--- config.mk ---
export PLATFORM = sky130hd
export DESIGN_NAME = fifo_prog
export DESIGN_NICKNAME = d
export VERILOG_FILES = /design/src/rtl/fifo_prog.sv
export SDC_FILE = /design/constraint.sdc
export NUM_CORES = 1
export LEC_CHECK = 0
export CELL_PAD_IN_SITES_DETAIL_PLACEMENT = 0
export CELL_PAD_IN_SITES_GLOBAL_PLACEMENT = 1
export CORE_ASPECT_RATIO = 0.8
export CORE_UTILIZATION = 30
export CTS_CLUSTER_DIAMETER = 80
export DETAILED_ROUTE_END_ITERATION = 10
export DONT_BUFFER_PORTS = 1
export HOLD_SLACK_MARGIN = 0.03
export PLACE_DENSITY_LB_ADDON = 0.1
export RECOVER_POWER = 25
export REMOVE_ABC_BUFFERS = 1
export SLEW_MARGIN = 20
export SYNTH_ARGS = -nofsm -noshare
export SYNTH_HDL_FRONTEND = slang
export SYNTH_SLANG_ARGS = --single-unit
--- constraint.sdc ---
create_clock -name i_clk -period 5.2 [get_ports i_clk]
set_input_delay 1.04 -clock i_clk [delete_from_list [all_inputs] [get_ports i_clk]]
set_output_delay 1.04 -clock i_clk [all_outputs]
set_load 0.1 [all_outputs]
--- src/rtl/fifo_prog.sv ---
// +----------------------------------------------------------------------------
// | fifo_prog : single-clock FIFO, any DEPTH >= 2, programmable almost flags,
// |             sticky overflow/underflow, synchronous flush, FWFT or registered read.
// | Revision  : 1.0 - initial release
// +----------------------------------------------------------------------------
`default_nettype none

module fifo_prog #(
  parameter int WIDTH    = 8,
  parameter int DEPTH    = 16,
  parameter int AF_LEVEL = DEPTH - 2,
  parameter int AE_LEVEL = 2,
  parameter int FWFT     = 1
) (
  input  logic                         i_clk,
  input  logic                         i_nrst,
  input  logic                         i_flush,
  input  logic                         i_clr_err,
  input  logic [WIDTH-1:0]             i_data,
  input  logic                         i_write,
  input  logic                         i_read,
  output logic [WIDTH-1:0]             o_data,
  output logic                         o_valid,
  output logic [$clog2(DEPTH+1)-1:0]   o_level,
  output logic                         o_full,
  output logic                         o_empty,
  output logic                         o_almost_full,
  output logic                         o_almost_empty,
  output logic                         o_overflow,
  output logic                         o_underflow
);

  localparam int c_lw = $clog2(DEPTH + 1);
  localparam int c_pw = $clog2(DEPTH);

  logic [WIDTH-1:0] r_mem [DEPTH];
  logic [c_pw-1:0]  r_rptr;
  logic [c_pw-1:0]  r_wptr;
  logic [c_lw-1:0]  r_level;
  logic             r_overflow;
  logic             r_underflow;

  logic w_full;
  logic w_rd_acc;
  logic w_wr_acc;
  logic w_rd_ok;
  logic w_wr_ok;

  function automatic logic [c_pw-1:0] f_inc(input logic [c_pw-1:0] p);
    return (p == c_pw'(DEPTH - 1)) ? '0 : p + c_pw'(1);
  endfunction

  // Acceptance is judged before flush so that a flushed request never raises an error.
  assign w_full   = (r_level == c_lw'(DEPTH));
  assign w_rd_acc = i_read && (r_level != '0);
  assign w_wr_acc = i_write && (!w_full || w_rd_acc);
  assign w_rd_ok  = w_rd_acc && !i_flush;
  assign w_wr_ok  = w_wr_acc && !i_flush;

  always_ff @(posedge i_clk or negedge i_nrst) begin
    if (!i_nrst) begin
      r_rptr  <= '0;
      r_wptr  <= '0;
      r_level <= '0;
    end else if (i_flush) begin
      r_rptr  <= '0;
      r_wptr  <= '0;
      r_level <= '0;
    end else begin
      if (w_wr_ok) r_wptr <= f_inc(r_wptr);
      if (w_rd_ok) r_rptr <= f_inc(r_rptr);
      if (w_wr_ok && !w_rd_ok)      r_level <= r_level + c_lw'(1);
      else if (w_rd_ok && !w_wr_ok) r_level <= r_level - c_lw'(1);
    end
  end

  always_ff @(posedge i_clk) begin
    if (w_wr_ok) r_mem[r_wptr] <= i_data;
  end

  always_ff @(posedge i_clk or negedge i_nrst) begin
    if (!i_nrst) begin
      r_overflow  <= 1'b0;
      r_underflow <= 1'b0;
    end else begin
      if (!i_flush && i_write && !w_wr_acc) r_overflow <= 1'b1;
      else if (i_clr_err)                   r_overflow <= 1'b0;
      if (!i_flush && i_read && !w_rd_acc)  r_underflow <= 1'b1;
      else if (i_clr_err)                   r_underflow <= 1'b0;
    end
  end

  assign o_level        = r_level;
  assign o_full         = w_full;
  assign o_empty        = (r_level == '0);
  assign o_almost_full  = (r_level >= c_lw'(AF_LEVEL));
  assign o_almost_empty = (r_level <= c_lw'(AE_LEVEL));
  assign o_overflow     = r_overflow;
  assign o_underflow    = r_underflow;

  generate
    if (FWFT != 0) begin : g_fwft
      assign o_data  = r_mem[r_rptr];
      assign o_valid = (r_level != '0);
    end else begin : g_regread
      logic [WIDTH-1:0] r_data;
      logic             r_valid;
      always_ff @(posedge i_clk or negedge i_nrst) begin
        if (!i_nrst) begin
          r_data  <= '0;
          r_valid <= 1'b0;
        end else begin
          r_valid <= w_rd_ok;
          if (w_rd_ok) r_data <= r_mem[r_rptr];
        end
      end
      assign o_data  = r_data;
      assign o_valid = r_valid;
    end

    if (AF_LEVEL < 1 || AF_LEVEL > DEPTH) begin : g_bad_af
      $error("fifo_prog: AF_LEVEL out of range 1..DEPTH");
    end
    if (AE_LEVEL < 0 || AE_LEVEL > DEPTH - 1) begin : g_bad_ae
      $error("fifo_prog: AE_LEVEL out of range 0..DEPTH-1");
    end
  endgenerate

endmodule

`default_nettype wire
After elaboration in Yosys (flattened, before gate mapping)
Memory sizes are Yosys's and may differ from the RTL's. Cells that the tools add are included. Widths: inputs -> output; s select.

$add $sub $neg: 4. $lt $le $gt $ge: 2. Eq/ne operators: 3. Multiplexer cells: 14. Reductions and logical operators: 24.

Operator list (count): $mux 4 (6); $mux 5 (3); $logic_and 1x1->1 (10); $add 4x1->4 const B (2); $eq 4x4->1 const B (2); $reduce_bool 2->1 (4); $logic_not 1->1 (6); $add 5x1->5 const B (1); $eq 5x5->1 const B (1); $ge 5x4->1 const B (1); $le 5x2->1 const B (1); $logic_not 5->1 (1); $mux 1 (5); $reduce_bool 5->1 (1); $sub 5x1->5 const B (1); $reduce_bool 3->1 (1); $logic_or 1x1->1 (1).

Register bits: 15. Bits in writable memories: 128. Bits of input ports: 14. Logic and storage cells: 53. Memories: 1.

Memories: r_mem (depth 16, bits a word 8, rd ports 1, clocked after Yosys merged registers in 0, write ports 1, RTL line 36) `logic [WIDTH-1:0] r_mem [DEPTH];`.

Logic depth before layout (Yosys ltp)
Gate-level depths: netlist of the first run.

Depth after elaboration: 10. Depth in mapped cells: 9. Mapped depth without buffers: 8.

Least setup slack after synthesis of the first run
OpenSTA, ideal clock, no wires.

Path kind: reg-to-output. Start: register r_level[4] (netlist: o_level[4]). End: output port o_almost_empty. Arrival time: 5.692 ns. Setup slack: -1.532 ns. Cell stages (with the launch flop): 3. Buffers on the path: 1. Cell sequence: dfrtp_1 clkbuf_2 a2111oi_0.

Word-level cells in the longest chain between the ends: 1.

Ends and longest elaborated chain: from (decl) (RTL line 39) `logic [c_lw-1:0] r_level;`; from (signal assigned) (RTL line 72) `if (w_wr_ok && !w_rd_ok) r_level <= r_level + c_lw'(1);`; from (signal assigned) (RTL line 73) `else if (w_rd_ok && !w_wr_ok) r_level <= r_level - c_lw'(1);`; $le 5x2->1 (RTL line 97) `assign o_almost_empty = (r_level <= c_lw'(AE_LEVEL));`; to (decl) (RTL line 28) `output logic o_almost_empty,`.

Every way passes these cells.

Worst setup path in the final report of the first run
Start: register r_rptr[0]. End: output port o_data[4].

Word-level cells in the longest chain between the ends: 1.

Ends and longest elaborated chain: from (decl) (RTL line 37) `logic [c_pw-1:0] r_rptr;`; from (signal assigned) (RTL line 71) `if (w_rd_ok) r_rptr <= f_inc(r_rptr);`; $mem_v2 16x8; to (decl) (RTL line 22) `output logic [WIDTH-1:0] o_data,`.

Every way passes these cells.

==> results.txt, run 1 <==
status - completed
share of final-layout standard cells stronger than drive strength 1 - 20.4%
number of placement rows - 45
Synth area leader - edfxtp_1
number of distinct library cell variants in the gate-level netlist after synthesis - 45
most common cell after layout, fill and taps aside - edfxtp_1
setup violation total in the final timing report - 0
Primary FF master, synth - edfxtp_1
Post-Layout Inst Area - 7120 µm²
fraction of registers with async set/reset - 10.5%
largest incremental delay on the critical path - 0.99 ns
total number of clock tree sinks - 143
worst reg-to-reg setup slack - 1.66 ns
GRT Overall Usage - 15.1%
slowest cell on the critical path - dfrtp_2
post-route antenna net violation count - 0
final period utilization - 80.7%
Buf/Inv on CP - 1
FF+latch count, synth - 143
clock edge transition at the registers on the reported setup and hold paths - 0.06 ns
largest net degree at the start of global routing - 32
Net count, final - 404
critical path class - reg -> out
Final HPWL DP - 9390 µm
sequence of cells on the critical path - buf_4 -> mux4_2 -> a22oi_1 -> nand2_1
endpoint class of the critical path - output port
total core area - 19300 µm²
top area cells in the synthesized netlist - edfxtp_1 64%, dfrtp_1 6.2%, mux4_2 6.0%
required time at the endpoint of the critical path - 4.16 ns
total power density per cell area - 542 nW/µm²
syn avg cell area - 16.5 µm²
wire length of the first global-routing pass - 22100 µm
horizontal die dimension - 160 µm
height of the die - 129 µm
vias after detailed routing - 3277
layout overhead on the synthesized area - 18.2%
total detailed-routing wirelength - 14600 µm
final core utilization - 36.9%
via density per instance - 5.03
Iteration-0 DRC Markers - 211
total of hold buffers inserted after clock tree synthesis - 0
depth of the most critical reg-to-reg path - 8
critical path peak fanout - 31
non-filler instance count after layout - 651
PnR worst setup slack - 1.00 ns
GRT Residual Overflow - 0
via count of the first global-routing pass - 3475
Port Buf Inserts - 0
area share of the largest cell type after synthesis - 63.8%
number of setup buffers added after CTS - 0
worst slack at placement - 1.40 ns
# IOs - 34
headroom to the max-slew limit - 22.3%
post-DR wirelength/cell - 22.4 µm
min-delay worst type - in -> async
Final Hold Violating Endpoints - 0
setup repair after global routing missed its margin - false
Max Fclk - 238 MHz
peak ir drop on the vdd network - 255 µV
number of max-slew violations in the final report - 0
cell area after placement - 6390 µm²
number of diodes - 0
number of gates on the worst path with buffers counted - 4
number of buffers inserted during clock tree synthesis - 17
effective utilization at floorplan - 31.2%
clock tree root buffer cell - clkbuf_16
PnR Total Power - 3860 µW
CTS tree - yes
capture point of the worst reg-to-reg path - o_level[4]
Mapped Cells - 366
initial antenna violation count - 0
commonest cells after routing, fill and taps aside - 128 x edfxtp_1, 35 x mux2i_1, 26 x nand2_1, 18 x clkbuf_16
arrival time at the worst endpoint - 3.16 ns
Clock Skew - 0.00996 ns
family with the most delay on the worst path - flip-flops
category of the worst setup path launch point - flip-flop
EDFF count, synth - 128
die area - 20700 µm²
DRC violation count after routing - 0
Worst-Margin Slew - 1.16 ns
maximum buffer depth of the clock tree - 2
clock insertion delay at the later pin of the skew report - 0.42 ns
Yosys Warn Count - 0
static leakage - 0.00233 µW
critical register-to-register path startpoint - o_level[2]
Seq/Total Area, Yosys - 70.0%
number of maximum-capacitance violations - 0
final critical path time including I/O delays and setup - 4.20 ns
First-pass DRT Iterations - 5
post-synthesis instance area - 6020 µm²
weighted congestion reported at the end of routability-driven placement - 0.763
Post-Place Cells - 619
CTS H-Tree Depth - 4
post-cts sizing count - 0
==> synthesized netlist by cell type, types with 2 or more instances <==
cell      number
nor2b_1        3
edfxtp_1     128
ha_1           9
nand3_1        6
and2_1         2
inv_1          7
a221oi_1      16
o21ai_0       12
nor2_1        14
buf_1          2
dfrtp_1       15
mux4_2        16
mux2i_1       35
clkbuf_1       7
nand2b_1       6
nor3_1         6
buf_2          8
clkbuf_2       2
a22oi_1        8
a41oi_1        2
a21oi_1       12
nand2_1       26
xor2_1         2
==> worst max path at each step <==
stage / to / from
4_1_cts: o_data[4] / r_rptr[0]
2_1_floorplan: o_almost_empty / o_level[1]
6_report: o_data[4] / r_rptr[0]
3_3_place_gp: o_data[4] / r_rptr[0]
5_1_grt: o_data[1] / r_rptr[0]
3_5_place_dp: o_data[4] / r_rptr[0]
==> area by class of cell <==
| class | instances | area, µm² |
|---|---|---|
| clock buffer | 17 | 425 |
| clock inverter | 15 | 288 |
| tap | 258 | 323 |
| fill | 1798 | 12200 |
| sequential | 143 | 4220 |
| multi-input combinational | 197 | 1720 |
| inverter | 7 | 26.3 |
| timing repair buffer | 14 | 123 |
==> registers in the layout (all words and copies together) (netlist names) <==
| signal | cells |
|---|---|
| o_level | 5 |
| o_overflow | 1 |
| o_underflow | 1 |
| r_mem | 128 |
| r_rptr | 4 |
| r_wptr | 4 |
==> cell families after synthesis <==
| family | Yosys count | share of synthesized area, % |
|---|---|---|
| fa+ha+maj | 10 | 2.20 |
| buf+inv | 26 | 1.83 |
| mux | 52 | 12.0 |
| xor+xnor | 2 | 0.291 |
| simple gates | 72 | 5.92 |
| flops | 143 | 70.0 |
| compound gates | 61 | 7.67 |
==> routing by layer <==
layer | vias up | GRT usage (%) | wire (µm)
li1 | 1485 | - | -
met1 | 1718 | 20.7 | 7130
met2 | 57 | 23.6 | 6630
met3 | 17 | 3.74 | 580
met4 | 0 | 5.27 | 209
met5 | - | 0 | 0
==> per-stage QoR <==
step / hold slack [ns] / TNS (ns)
global route: 0.287 / 0
detailed placement: 0.600 / 0
CTS: 0.288 / 0
finish: 0.310 / 0
global placement: 0.590 / 0
floorplan: 0.550 / -1.52
==> worst reg2reg max path, delay by kind of cell (launching register included) <==
family	cells	cell delay (ns)
DFF	1	0.83
AOI/OAI and AO/OA	4	0.87
adders and majority gates	1	0.42
and+or+nand+nor	3	1.33
==> report_power, final <==
group	switching (µW)	total [µW]	internal (µW)	leakage (µW)
Clock	480	1480	997	0.000344
Sequential	174	1460	1280	0.00135
Combinational	641	925	284	0.000636
Total	1290	3860	2570	0.00233
No activity file was read; power rests on OpenSTA's default activity.
==> inputs of run 2 (changes only) <==
ABC_AREA = 1   (was unset)
clock period = 3.36 ns   (was 5.2 ns; I/O delays follow)
==> run 2 against run 1 <==
Net effect: routed wire length is 8.6% higher; register-to-register slack worse by 0.63 ns; design area is 2.7% higher; synthesized area is 0.66% higher; largest cell class unchanged; highest routed layer unchanged.
==> results.txt, run 2 <==
top area cells in the synthesized netlist - edfxtp_1 63%, nand2_1 6.8%, dfrtp_1 6.2%
weighted congestion reported at the end of routability-driven placement - 0.737
category of the worst setup path launch point - flip-flop
static leakage - 0.00262 µW
wire length of the first global-routing pass - 24500 µm
number of placement rows - 46
critical path class - reg -> out
DR top layer - met4
number of distinct library cell variants in the gate-level netlist after synthesis - 30
total power density per cell area - 848 nW/µm²
min-delay worst type - in -> reg
worst hold margin - 0.347 ns
syn avg cell area - 11.7 µm²
Port Buf Inserts - 0
number of maximum-capacitance violations - 0
cell area after placement - 6680 µm²
Primary FF master, synth - edfxtp_1
GRT Overall Usage - 16.3%
Worst-Margin Slew - 0.979 ns
Final HPWL DP - 10200 µm
via density per instance - 4.76
Synth area leader - edfxtp_1
via count of the first global-routing pass - 4009
final core utilization - 36.9%
effective utilization at floorplan - 30.6%
required time at the endpoint of the critical path - 2.69 ns
maximum buffer depth of the clock tree - 2
wire length on met1 - 7740 µm
# IOs - 34
Max Fclk - 321 MHz
number of max-slew violations in the final report - 0
PnR worst setup slack - 0.247 ns
Clock Skew - 0.00679 ns
flip-flop count of the largest register after layout - 128
post-DR wirelength/cell - 19.0 µm
layout overhead on the synthesized area - 20.6%
Mapped Cells - 520
Seq/Total Area, Yosys - 69.6%
total detailed-routing wirelength - 15800 µm
final period utilization - 92.6%
GRT Residual Overflow - 0
post-synthesis instance area - 6060 µm²
Yosys Warn Count - 0
initial antenna violation count - 0
clock edge transition at the registers on the reported setup and hold paths - 0.06 ns
Final Hold Violating Endpoints - 0
total core area - 19800 µm²
CTS tree - yes
total number of clock tree sinks - 143
share of final-layout standard cells stronger than drive strength 1 - 14.8%
clock tree root buffer cell - clkbuf_16
Net count, final - 581
endpoint class of the critical path - output port
critical path peak fanout - 29
Post-Layout Inst Area - 7310 µm²
post-route antenna net violation count - 0
DRC violation count after routing - 0
First-pass DRT Iterations - 4
arrival time at the worst endpoint - 2.44 ns
Most flops, register - r_mem
routed wire length on met2 - 7170 µm
EDFF count, synth - 128
number of diodes - 0
setup violation total in the final timing report - 0
commonest cells after routing, fill and taps aside - 128 x edfxtp_1, 110 x nand2_1, 51 x nor2_1, 42 x o21ai_0, 36 x nand3_1
vias after detailed routing - 3958
clock insertion delay at the later pin of the skew report - 0.42 ns
cell with the most instances after synthesis - edfxtp_1
headroom to the max-slew limit - 34.3%
worst slack at placement - 0.522 ns
fraction of registers with async set/reset - 10.5%
die area - 20800 µm²
most common cell after layout, fill and taps aside - edfxtp_1
final critical path time including I/O delays and setup - 3.11 ns
area share of the largest cell type after synthesis - 63.4%
largest net degree at the start of global routing - 67
horizontal die dimension - 161 µm
CTS H-Tree Depth - 4
DR WL met3 - 823 µm
Iteration-0 DRC Markers - 334
height of the die - 129 µm
list of most frequent post-synthesis cells - 128 x edfxtp_1, 110 x nand2_1, 51 x nor2_1
number of buffers inserted during clock tree synthesis - 17
setup repair after global routing missed its margin - false
peak ir drop on the vdd network - 443 µV
status - completed
FF+latch count, synth - 143
final-layout fill cell count - 1955
==> run 2: changes by cell type in the layout (fill, tap and decap cells not counted), moves of 10 or more <==
| cell | delta |
|---|---|
| o211ai_1 | +10 |
| nand3_1 | +30 |
| nand2_1 | +84 |
| o21ai_0 | +30 |
| mux2i_1 | -35 |
| inv_1 | +16 |
| buf_4 | +19 |
| nor2_1 | +43 |
| a221oi_1 | -16 |
| mux4_2 | -16 |
==> run 2: metal layers <==
| metal | track usage, % | vias up |
|---|---|---|
| li1 | - | 1915 |
| met1 | 22.4 | 1939 |
| met2 | 25.5 | 96 |
| met3 | 3.62 | 8 |
| met4 | 5.49 | 0 |
| met5 | 0 | - |
==> run 2: timing repair <==
action | 4_1_cts | 5_1_grt
hold buffers | 1 | 0
endpoints found under the hold margin | 15 | 0
endpoints found under the setup margin | 0 | 1
buffers inserted | 0 | 3
gates resized for setup | 0 | 1
==> run 2: logic make-up after synthesis <==
kind of cell               after synthesis  synth area share [%]
AOI/OAI and AO/OA                       81                  7.37
xor gates and xnor gates                 3                 0.433
adders and majority gates               10                  2.19
buffers and inverters                   50                  3.59
DFF                                    143                  69.6
and+or+nand+nor                        233                  16.8
==> run 2: cell type report <==
type                       count  area, µm²  share of cell area [%]
tap                          264        330                    4.52
multi-input combinational    327       1630                    22.3
clock inverter                12        170                    2.33
sequential                   143       4220                    57.7
clock buffer                  18        429                    5.87
timing repair buffer          42        430                    5.89
inverter                      26        101                    1.39
==> run 2: where the power goes <==
part	leakage, µW	switching (µW)	internal [µW]
clock network	0.000277	703	1230
logic	0.000990	1610	600
registers	0.00135	59.7	2000
==> run 2: critical path: stages (launching register included) <==
cell,delay [ns]
dfrtp_1,0.35
buf_4,0.34
nand2_1,0.20
inv_1,0.46
nand3_1,0.13
nand2_1,0.08
a21oi_1,0.05
o21ai_0,0.07
nand2_1,0.13
buf_12,0.19
==> run 2: path summary, 6_finish.rpt <==
check,startpoint,end,slack [ns],cells after the start
hold reg to reg,r_wptr[3],r_wptr[3],0.54,2
max in group asynchronous,i_nrst,r_rptr[0],2.02,1
min in group asynchronous,i_nrst,o_level[2],0.79,1
hold / removal,i_data[2],r_mem[3][2],0.35,0
setup reg to reg,o_level[4],r_mem[5][4],1.03,6
setup / recovery,r_rptr[1],o_data[0],0.25,9
==> run 2: through the flow <==
step           std cells  setup TNS, ns  total power [µW]
4_1_cts              829              0              6270
3_5_place_dp         798              0              4330
5_1_grt              832              0              6480
2_1_floorplan        496          -4.54              3610
3_3_place_gp         798              0              4330
6_report             832              0              6200
==> inputs of run 3 (changes only) <==
PLACE_DENSITY = 0.55   (was unset)
PLACE_DENSITY_LB_ADDON = unset   (was 0.1)
==> run 3 against run 2 <==
Net effect: non-clock buffer count fell by 5; via count fell by 1.5%; critical path type unchanged; clock-buffer cell count did not move; sequential share of layout area barely moved; critical endpoint is now o_data[5].
==> results.txt, run 3 (synthesized netlist as in run 2, its figures left out) <==
category of the worst setup path launch point - flip-flop
GRT Residual Overflow - 0
First-pass DRT Iterations - 4
critical path peak fanout - 15
effective utilization at floorplan - 30.6%
PnR Total Power - 6320 µW
commonest cells after routing, fill and taps aside - 128 x edfxtp_1, 110 x nand2_1, 51 x nor2_1, 42 x o21ai_0, 36 x nand3_1
area taken by flip-flops and latches - 4220 µm²
critical path class - reg -> out
Final Hold Violating Endpoints - 0
number of setup buffers added after CTS - 0
wire length of the first global-routing pass - 23300 µm
total of hold buffers inserted after clock tree synthesis - 1
die area - 20800 µm²
Worst-Margin Slew - 0.897 ns
clock insertion delay at the later pin of the skew report - 0.42 ns
clock tree root buffer cell - clkbuf_16
total power density per cell area - 864 nW/µm²
Hold Path Cell Cnt - 0
height of the die - 129 µm
initial antenna violation count - 0
arrival time at the worst endpoint - 2.42 ns
largest net degree at the start of global routing - 67
Iteration-0 DRC Markers - 329
headroom to the max-slew limit - 40.2%
vias after detailed routing - 3900
critical register-to-register path startpoint - o_level[3]
Most flops, register - r_mem
worst slack at placement - 0.640 ns
most common cell after layout, fill and taps aside - edfxtp_1
PnR worst setup slack - 0.265 ns
post-cts sizing count - 0
Net count, final - 576
setup repair after global routing missed its margin - false
via count of the first global-routing pass - 3785
clock edge transition at the registers on the reported setup and hold paths - 0.06 ns
number of maximum-capacitance violations - 0
worst min-delay path startpoint - i_data[0]
via density per instance - 4.70
peak ir drop on the vdd network - 389 µV
DRC violation count after routing - 0
Port Buf Inserts - 0
total core area - 19800 µm²
Clock Skew - 0.00829 ns
setup violation total in the final timing report - 0
post-DR wirelength/cell - 18.5 µm
GRT Overall Usage - 15.7%
status - completed
min-delay worst type - in -> reg
Final HPWL DP - 9760 µm
CTS H-Tree Depth - 4
multi-input combinational cell area - 1630 µm²
final-layout fill cell count - 1921
maximum buffer depth of the clock tree - 2
horizontal die dimension - 161 µm
endpoint class of the critical path - output port
total number of clock tree sinks - 143
layout overhead on the synthesized area - 20.7%
final critical path time including I/O delays and setup - 3.09 ns
Max Fclk - 323 MHz
capture point of the worst reg-to-reg path - o_level[4]
share of final-layout standard cells stronger than drive strength 1 - 14.5%
flip-flop count of the largest register after layout - 128
post-route antenna net violation count - 0
number of max-slew violations in the final report - 0
weighted congestion reported at the end of routability-driven placement - 0.762
number of placement rows - 46
# IOs - 34
final period utilization - 92.1%
CTS tree - yes
sink of the worst hold path - r_mem[3][0]
total detailed-routing wirelength - 15300 µm
number of diodes - 0
required time at the endpoint of the critical path - 2.69 ns
depth of the most critical reg-to-reg path - 13
number of buffers inserted during clock tree synthesis - 17
worst reg-to-reg setup slack - 1.16 ns
static leakage - 0.00262 µW
## run 3: cell types whose count changed in the layout (fill, tap and decap cells not counted)
cell,before,now
bufinv_16,4,5
clkinv_2,0,1
inv_6,0,1
inv_1,23,24
clkinv_1,3,1
buf_4,32,27
clkinv_4,1,2
clkinvlp_4,5,4
## run 3: how the worst max path moves through the flow
stage / slack (ns) / cells after the start / to / startpoint
floorplan: -0.59 / 5 / o_data[0] / r_rptr[0]
global placement: 0.61 / 9 / o_data[5] / r_rptr[1]
detailed placement: 0.64 / 9 / o_data[5] / r_rptr[1]
CTS: 0.17 / 9 / o_data[5] / r_rptr[1]
global route: 0.007 / 8 / o_data[0] / r_rptr[2]
finish: 0.27 / 9 / o_data[5] / r_rptr[1]
## run 3: critical path, stage by stage (launching register included)
cell and delay [ns]:
dfrtp_1 0.39, inv_1 0.27, nand2_1 0.12, inv_1 0.46, nand3_1 0.15, nand2_1 0.09, a21oi_1 0.06, o21ai_0 0.12
nand2_1 0.14, buf_12 0.18
## run 3: report_power, final
part	internal, µW	switching [µW]
clock	1320	721
sequential	2000	68.0
combinational	596	1630
total	3910	2410
## run 3: stage by stage
| stage | setup TNS [ns] | cells | hold WS, ns | instance area, µm² | util [%] |
|---|---|---|---|---|---|
| after floorplan | -4.54 | 496 | 0.376 | 5940 | - |
| after global placement | 0 | 796 | 0.377 | 6660 | 33.6 |
| after detailed placement | 0 | 796 | 0.377 | 6660 | 33.6 |
| after CTS | 0 | 829 | 0.332 | 7320 | 37.0 |
| after global routing | 0 | 829 | 0.323 | 7320 | 37.0 |
| final | 0 | 829 | 0.342 | 7320 | 37.0 |
## run 3: per-layer routing
| layer | up-vias | global-route usage [%] | routed length [µm] | share of wire [%] |
|---|---|---|---|---|
| met3 | 15 | 3.91 | 620 | 4.0 |
| met1 | 1908 | 22.0 | 7560 | 49 |
| met4 | 0 | 5.60 | 220 | 1.4 |
| met2 | 67 | 23.5 | 6920 | 45 |
| met5 | - | 0 | 0 | 0 |
| li1 | 1910 | - | - | - |
## run 3: layout make-up
type / count / share of cell area, %
well taps: 264 / 4.52
clock inverters: 14 / 2.94
clock buffers: 18 / 5.87
repair buffers: 37 / 5.37
multi-input cells: 327 / 22.3
inverters: 26 / 1.33
flip-flops and latches: 143 / 57.7
